<file path="src/rtl/motor_step_gen_if.sv">
`default_nettype none
// ============================================================================
// Module   : motor_step_gen_if
// Brief    : Channel request/status and position readback bundle for
//            motor_step_gen. The master drives requests; the slave is the generator.
// Revision : 1.0
// ============================================================================
interface motor_step_gen_if;
    logic [7:0]  step_req;
    logic [7:0]  dir_req;
    logic [7:0]  in_aborts;
    logic [7:0]  clear;
    logic [7:0]  steps;
    logic [7:0]  dirs;
    logic [7:0]  busy;
    logic [7:0]  aborted;
    logic [7:0]  missed;
    logic [2:0]  pos_sel;
    logic        pos_load;
    logic [31:0] pos_load_val;
    logic [31:0] pos_out;

    modport master (
        output step_req, dir_req, in_aborts, clear, pos_sel, pos_load, pos_load_val,
        input  steps, dirs, busy, aborted, missed, pos_out
    );

    modport slave (
        input  step_req, dir_req, in_aborts, clear, pos_sel, pos_load, pos_load_val,
        output steps, dirs, busy, aborted, missed, pos_out
    );
endinterface
`default_nettype wire

</file>
<file path="src/rtl/motor_step_gen.sv">
`default_nettype none
// ============================================================================
// Module   : motor_step_gen
// Brief    : Eight independent step/direction pulse generators with direction
//            setup time, sticky abort/missed flags and optional position
//            counters (enabled by defining MOTOR_STEP_GEN_POSCNT_EN).
// Revision : 1.0
// ============================================================================
module motor_step_gen #(
    parameter int PULSE_W   = 4,
    parameter int DIR_SETUP = 8
) (
    input  logic            clk,
    input  logic            rst_n,
    motor_step_gen_if.slave bus
);
    typedef enum logic [1:0] {
        ST_IDLE  = 2'd0,
        ST_SETUP = 2'd1,
        ST_HIGH  = 2'd2,
        ST_LOW   = 2'd3
    } state_t;

    localparam logic [7:0] c_pulse_last = 8'(PULSE_W - 1);
    localparam logic [7:0] c_setup_last = 8'(DIR_SETUP - 1);

    wire [7:0] w_steps;
    wire [7:0] w_dirs;
    wire [7:0] w_busy;
    wire [7:0] w_aborted;
    wire [7:0] w_missed;
    wire [7:0] w_rise;

    for (genvar i = 0; i < 8; i++) begin : g_ch
        state_t     r_state;
        state_t     w_state_nxt;
        logic [7:0] r_cnt;
        logic [7:0] w_cnt_nxt;
        logic       r_step;
        logic       w_step_nxt;
        logic       r_dir;
        logic       w_dir_nxt;
        logic       r_aborted;
        logic       r_missed;

        always_ff @(posedge clk or negedge rst_n) begin
            if (!rst_n) begin
                r_state   <= ST_IDLE;
                r_cnt     <= '0;
                r_step    <= 1'b0;
                r_dir     <= 1'b0;
                r_aborted <= 1'b0;
                r_missed  <= 1'b0;
            end else begin
                r_state   <= w_state_nxt;
                r_cnt     <= w_cnt_nxt;
                r_step    <= w_step_nxt;
                r_dir     <= w_dir_nxt;
                // A same-cycle abort beats clear; a busy-time request only counts as missed when not aborted.
                r_aborted <= bus.in_aborts[i] | (r_aborted & ~bus.clear[i]);
                r_missed  <= (bus.step_req[i] & (r_state != ST_IDLE) & ~r_aborted)
                           | (r_missed & ~bus.clear[i]);
            end
        end

        always_comb begin
            w_state_nxt = r_state;
            w_cnt_nxt   = r_cnt;
            w_step_nxt  = r_step;
            w_dir_nxt   = r_dir;
            case (r_state)
                ST_IDLE: begin
                    if (bus.step_req[i] && !r_aborted) begin
                        if (bus.dir_req[i] == r_dir) begin
                            w_state_nxt = ST_HIGH;
                            w_step_nxt  = 1'b1;
                            w_cnt_nxt   = c_pulse_last;
                        end else begin
                            w_state_nxt = ST_SETUP;
                            w_dir_nxt   = bus.dir_req[i];
                            w_cnt_nxt   = c_setup_last;
                        end
                    end
                end
                ST_SETUP: begin
                    // No pulse has been issued yet, so an abort can cancel cleanly here.
                    if (bus.in_aborts[i] || r_aborted) begin
                        w_state_nxt = ST_IDLE;
                    end else if (r_cnt == 8'd0) begin
                        w_state_nxt = ST_HIGH;
                        w_step_nxt  = 1'b1;
                        w_cnt_nxt   = c_pulse_last;
                    end else begin
                        w_cnt_nxt = r_cnt - 8'd1;
                    end
                end
                ST_HIGH: begin
                    if (r_cnt == 8'd0) begin
                        w_state_nxt = ST_LOW;
                        w_step_nxt  = 1'b0;
                        w_cnt_nxt   = c_pulse_last;
                    end else begin
                        w_cnt_nxt = r_cnt - 8'd1;
                    end
                end
                ST_LOW: begin
                    if (r_cnt == 8'd0) begin
                        w_state_nxt = ST_IDLE;
                    end else begin
                        w_cnt_nxt = r_cnt - 8'd1;
                    end
                end
                default: begin
                    w_state_nxt = ST_IDLE;
                    w_step_nxt  = 1'b0;
                end
            endcase
        end

        assign w_steps[i]   = r_step;
        assign w_dirs[i]    = r_dir;
        assign w_busy[i]    = (r_state != ST_IDLE);
        assign w_aborted[i] = r_aborted;
        assign w_missed[i]  = r_missed;
        assign w_rise[i]    = w_step_nxt & ~r_step;
    end

    assign bus.steps   = w_steps;
    assign bus.dirs    = w_dirs;
    assign bus.busy    = w_busy;
    assign bus.aborted = w_aborted;
    assign bus.missed  = w_missed;

`ifdef MOTOR_STEP_GEN_POSCNT_EN
    logic [31:0] r_pos [8];
    logic [31:0] r_pos_out;

    // Direction is already settled when a rise is issued, so the current dirs bit is the count sign.
    always_ff @(posedge clk or negedge rst_n) begin
        if (!rst_n) begin
            for (int k = 0; k < 8; k++) begin
                r_pos[k] <= '0;
            end
            r_pos_out <= '0;
        end else begin
            for (int k = 0; k < 8; k++) begin
                if (bus.pos_load && (bus.pos_sel == 3'(k))) begin
                    r_pos[k] <= bus.pos_load_val;
                end else if (w_rise[k]) begin
                    r_pos[k] <= w_dirs[k] ? (r_pos[k] + 32'd1) : (r_pos[k] - 32'd1);
                end
            end
            r_pos_out <= r_pos[bus.pos_sel];
        end
    end

    assign bus.pos_out = r_pos_out;
`else
    wire w_unused_pos = ^{bus.pos_sel, bus.pos_load, bus.pos_load_val, w_rise};

    assign bus.pos_out = '0;
`endif

endmodule
`default_nettype wire
</file>
<file path="src/flat_wrapper.sv">
// flat-port wrapper written by rule: the top's interface ports become plain ports
module motor_step_gen_flat 
#(
    parameter int PULSE_W   = 4,
    parameter int DIR_SETUP = 8
)
  (clk, rst_n, bus_step_req, bus_dir_req, bus_in_aborts, bus_clear, bus_pos_sel, bus_pos_load, bus_pos_load_val, bus_steps, bus_dirs, bus_busy, bus_aborted, bus_missed, bus_pos_out);
  motor_step_gen_if bus_i ();
  input  logic clk;
  input  logic rst_n;
  input wire logic [$bits(bus_i.step_req)-1:0] bus_step_req;
  input wire logic [$bits(bus_i.dir_req)-1:0] bus_dir_req;
  input wire logic [$bits(bus_i.in_aborts)-1:0] bus_in_aborts;
  input wire logic [$bits(bus_i.clear)-1:0] bus_clear;
  input wire logic [$bits(bus_i.pos_sel)-1:0] bus_pos_sel;
  input wire logic [$bits(bus_i.pos_load)-1:0] bus_pos_load;
  input wire logic [$bits(bus_i.pos_load_val)-1:0] bus_pos_load_val;
  output wire logic [$bits(bus_i.steps)-1:0] bus_steps;
  output wire logic [$bits(bus_i.dirs)-1:0] bus_dirs;
  output wire logic [$bits(bus_i.busy)-1:0] bus_busy;
  output wire logic [$bits(bus_i.aborted)-1:0] bus_aborted;
  output wire logic [$bits(bus_i.missed)-1:0] bus_missed;
  output wire logic [$bits(bus_i.pos_out)-1:0] bus_pos_out;
  assign bus_i.step_req = bus_step_req;
  assign bus_i.dir_req = bus_dir_req;
  assign bus_i.in_aborts = bus_in_aborts;
  assign bus_i.clear = bus_clear;
  assign bus_i.pos_sel = bus_pos_sel;
  assign bus_i.pos_load = bus_pos_load;
  assign bus_i.pos_load_val = bus_pos_load_val;
  assign bus_steps = bus_i.steps;
  assign bus_dirs = bus_i.dirs;
  assign bus_busy = bus_i.busy;
  assign bus_aborted = bus_i.aborted;
  assign bus_missed = bus_i.missed;
  assign bus_pos_out = bus_i.pos_out;
  motor_step_gen #(.PULSE_W(PULSE_W), .DIR_SETUP(DIR_SETUP)) u_core (.clk(clk), .rst_n(rst_n), .bus(bus_i));
endmodule
</file>
<file path="config.mk">
export PLATFORM = sky130hd
export DESIGN_NAME = motor_step_gen_flat
export DESIGN_NICKNAME = d
export VERILOG_FILES = /design/src/rtl/motor_step_gen_if.sv /design/src/rtl/motor_step_gen.sv /design/src/flat_wrapper.sv
export SDC_FILE = /design/constraint.sdc
export NUM_CORES = 1
export LEC_CHECK = 0
export CAP_MARGIN = 20
export CORE_MARGIN = 3
export CORE_UTILIZATION = 45
export CTS_BUF_LIST = sky130_fd_sc_hd__clkbuf_4 sky130_fd_sc_hd__clkbuf_8
export CTS_CLUSTER_DIAMETER = 60
export DETAILED_ROUTE_END_ITERATION = 8
export PLACE_DENSITY = 0.81
export SKIP_CTS_REPAIR_TIMING = 1
export SYNTH_ARGS = -nofsm -noshare
export SYNTH_HDL_FRONTEND = slang
export SYNTH_SLANG_ARGS = --single-unit
</file>
<file path="constraint.sdc">
create_clock -name clk -period 2.2 [get_ports clk]
set_input_delay 0.44 -clock clk [delete_from_list [all_inputs] [get_ports clk]]
set_output_delay 0.44 -clock clk [all_outputs]
set_load 0.02 [all_outputs]
</file>
==> impl_metrics.yaml <==
logic_synthesis:
  synth-edff-count: 0
  async_flop_share: 1.00
  synthDistinctLibCells: 69
  synth_area_per_cell_um2: 9.29
  ys_seq_area_frac: 0.372
  synth_cells: 812
  yosysWarningCount: 0
  netlist_area_um2: 7540
  ys_ff_latch: 112
  synth_ff_type: "dfrtp_1"
power_and_ir_drop:
  p_sw_frac: 0.437
  powerDensity_nw_per_um2: 1400
  worst_ir_drop_vdd_mv: 0.732
  p_int_mw: 7.00
  seqPwrFrac: 0.276
  leakagePower_nw: 4.01
  switchingPower_mw: 5.44
  p_total_mw: 12.4
  pwr-share-clk: 0.106
  comb_power_share: 0.617
setup_path:
  crit_fanout: 5
  path_class: "reg -> reg"
  crit_required_ns: 2.49
  rr_worst_depth: 6
  endpoint_kind: "register"
  cp.arrival_ns: 2.42
  start_kind: "register"
clock_tree:
  clk_latency_ns: 0.40
  cts_buffers: 9
  root_buffer: "clkbuf_8"
  cts_tree: "built"
  clock_sinks: 112
  cts_buffer_depth: 2
  htree_levels: 3
  path_clk_slew_ns: 0.11
global_routing:
  grt_max_degree: 113
  overflow: 0
  grt_pass1_wl_mm: 27.1
  first_global_vias: 5996
  gr-usage-all-layers: 0.175
  grt_antenna_before_repair: 0
hold_path:
  holdCritPathClass: "in -> async"
routing:
  drtIter0Drc: 256
  first_pass_iters: 4
  vias: 6350
  wl_per_cell_um: 13.9
  detail-route-antenna-nets: 0
  routed_wl_mm: 15.8
  vias_per_cell: 5.61
  drc_errors: 0
final_layout:
  diodes: 0
  num-nets-final: 1021
  area.sequential_um2: 2800
  multiInputGateArea_um2: 4130
  area_growth_pct: 18.1
  fillers: 1453
  layout-drive-gt1-share: 0.136
sta:
  hold_slack_ns: 0.0785
  fmax_ghz: 0.470
  grt_setup_unrepaired: "no"
  setup_viol: 0
  tightest_slew_ns: 0.624
  maxSlewHeadroom: 0.584
  layout_min_cycle_time_ns: 2.13
  finalCritPeriodShare: 0.968
  clock_skew_ns: 0.0127
  slew_viol_final: 0
  hold_viol_final: 0
placed_design:
  dp_hpwl_mm: 11.5
  port_buffers: 73
  place.gp.congestion: 0.847
outcome:
  outcome: "finished clean"
floorplan:
  start_util: 0.468
  ios: 142
  core.rowCount: 46
  die_w_um: 135
  core_area_um2: 16100
  dieArea_um2: 18300
  die_h_um: 135
flow_run:
  maxCapViolCount: 0
## stage by stage
stage | setup slack, ns | utilization | cell area (um2) | cells | TNS [ns]
3_3_place_gp | -0.0364 | 0.534 | 8610 | 1115 | -0.0672
2_1_floorplan | 0.0461 | - | 7660 | 843 | 0
5_1_grt | 0.00158 | 0.553 | 8910 | 1132 | 0
3_5_place_dp | -0.0662 | 0.534 | 8610 | 1115 | -0.118
4_1_cts | -0.220 | 0.547 | 8820 | 1131 | -1.04
6_report | 0.0707 | 0.553 | 8910 | 1132 | 0
## placed cells by master (no fill, tap or decap), types with 15 or more instances in the layout
master	Yosys	final
dfrtp_1	112	112
buf_4	64	66
clkdlybuf4s50_1	0	64
inv_1	63	63
nor2_1	53	52
ha_1	40	39
o21ai_0	35	35
a21oi_1	34	34
conb_1	1	32
nand2_1	31	31
o31ai_1	21	21
or4_1	19	19
nor3_1	18	18
a22oi_1	19	18
a21o_1	17	17
a22o_1	15	15
o32a_1	15	15
nand3_1	15	15
or3_1	15	15
## area by class of cell
| class | instances | share of cell area |
|---|---|---|
| inverter | 64 | 0.0270 |
| clock inverter | 4 | 0.00590 |
| sequential | 112 | 0.315 |
| timing repair buffer | 139 | 0.141 |
| tap | 216 | 0.0303 |
| multi-input combinational | 585 | 0.463 |
| clock buffer | 12 | 0.0178 |
## routing by layer
layer / global-route usage / up-vias / part of all wire
met3: 0.0446 / 11 / 0.047
met5: 0 / - / 0
li1: - / 3151 / -
met4: 0.0370 / 0 / 0.0087
met1: 0.236 / 3056 / 0.47
met2: 0.285 / 132 / 0.47
## cells by family (layout without fill, tap and decap cells)
family / count (synthesis) / count (layout) / share of synthesized area
buffers and inverters: 146 / 219 / 0.105
AND/OR/NAND/NOR: 223 / 223 / 0.165
AO/OA/AOI/OAI: 260 / 260 / 0.251
other: 1 / 32 / 0.000497
adder cells (fa/ha/maj): 40 / 40 / 0.0664
multiplexers: 22 / 22 / 0.0320
XOR/XNOR: 8 / 8 / 0.00929
flip-flops: 112 / 112 / 0.372
## registers in the layout, summed over array words and instances (netlist names)
name	flops
u_core.g_ch.r_missed	8
u_core.g_ch.r_state	16
u_core.g_ch.r_cnt	64
u_core.g_ch.r_step	8
u_core.g_ch.r_aborted	8
u_core.g_ch.r_dir	8
## worst paths after layout
| path | slack, ns | end | start |
|---|---|---|---|
| max | 0.07 | u_core.g_ch[7].r_state[1]$_DFFE_PN0P_ | u_core.g_ch[7].r_cnt[0]$_DFFE_PN0P_ |
| min | 0.08 | u_core.g_ch[5].r_cnt[5]$_DFFE_PN0P_ | rst_n |
| max reg2reg | 0.07 | u_core.g_ch[7].r_state[1]$_DFFE_PN0P_ | u_core.g_ch[7].r_cnt[0]$_DFFE_PN0P_ |
| min reg2reg | 0.50 | u_core.g_ch[2].r_missed$_DFF_PN0_ | u_core.g_ch[2].r_missed$_DFF_PN0_ |
| max in group asynchronous | 1.63 | u_core.g_ch[7].r_dir$_DFFE_PN0P_ | rst_n |
| min in group clk | 0.50 | u_core.g_ch[2].r_missed$_DFF_PN0_ | u_core.g_ch[2].r_missed$_DFF_PN0_ |
## cell usage after synthesis, drive strengths merged (7+ instances only)
| cell type | count | area share |
|---|---|---|
| o211ai | 11 | 0.011 |
| inv | 63 | 0.031 |
| nand4 | 9 | 0.0075 |
| a31oi | 9 | 0.0075 |
| o41ai | 16 | 0.019 |
| dfrtp | 112 | 0.37 |
| nand2b | 11 | 0.0091 |
| a21o | 17 | 0.017 |
| or4 | 20 | 0.020 |
| mux2i | 8 | 0.011 |
| nand3 | 15 | 0.010 |
| a22oi | 19 | 0.019 |
| o32a | 15 | 0.020 |
| nor3 | 18 | 0.012 |
| nand2 | 31 | 0.015 |
| xor2 | 7 | 0.0081 |
| o21ai | 37 | 0.025 |
| o2bb2ai | 9 | 0.010 |
| a22o | 16 | 0.019 |
| o21a | 13 | 0.013 |
| or3 | 16 | 0.014 |
| mux2 | 14 | 0.021 |
| clkbuf | 14 | 0.0070 |
| nor2b | 11 | 0.0091 |
| nor2 | 53 | 0.026 |
| o31ai | 21 | 0.021 |
| ha | 40 | 0.066 |
| a21oi | 34 | 0.023 |
| buf | 68 | 0.066 |
## critical path: stages (launching register included)
cell	delay, ns
dfrtp_1	0.39
inv_1	0.06
ha_1	0.15
or4b_4	0.47
or3_4	0.41
a22o_2	0.25
mux2_4	0.30
## power groups by stage
stage,sequential [mW],clock [mW],combinational (mW)
after floorplan,3.30,0,5.51
after global placement,3.42,0,7.41
after detailed placement,3.45,0,7.59
after CTS,3.41,1.39,7.62
after global routing,3.56,1.45,8.61
final,3.44,1.32,7.69
Note: power is estimated with default switching activity, not from simulation.
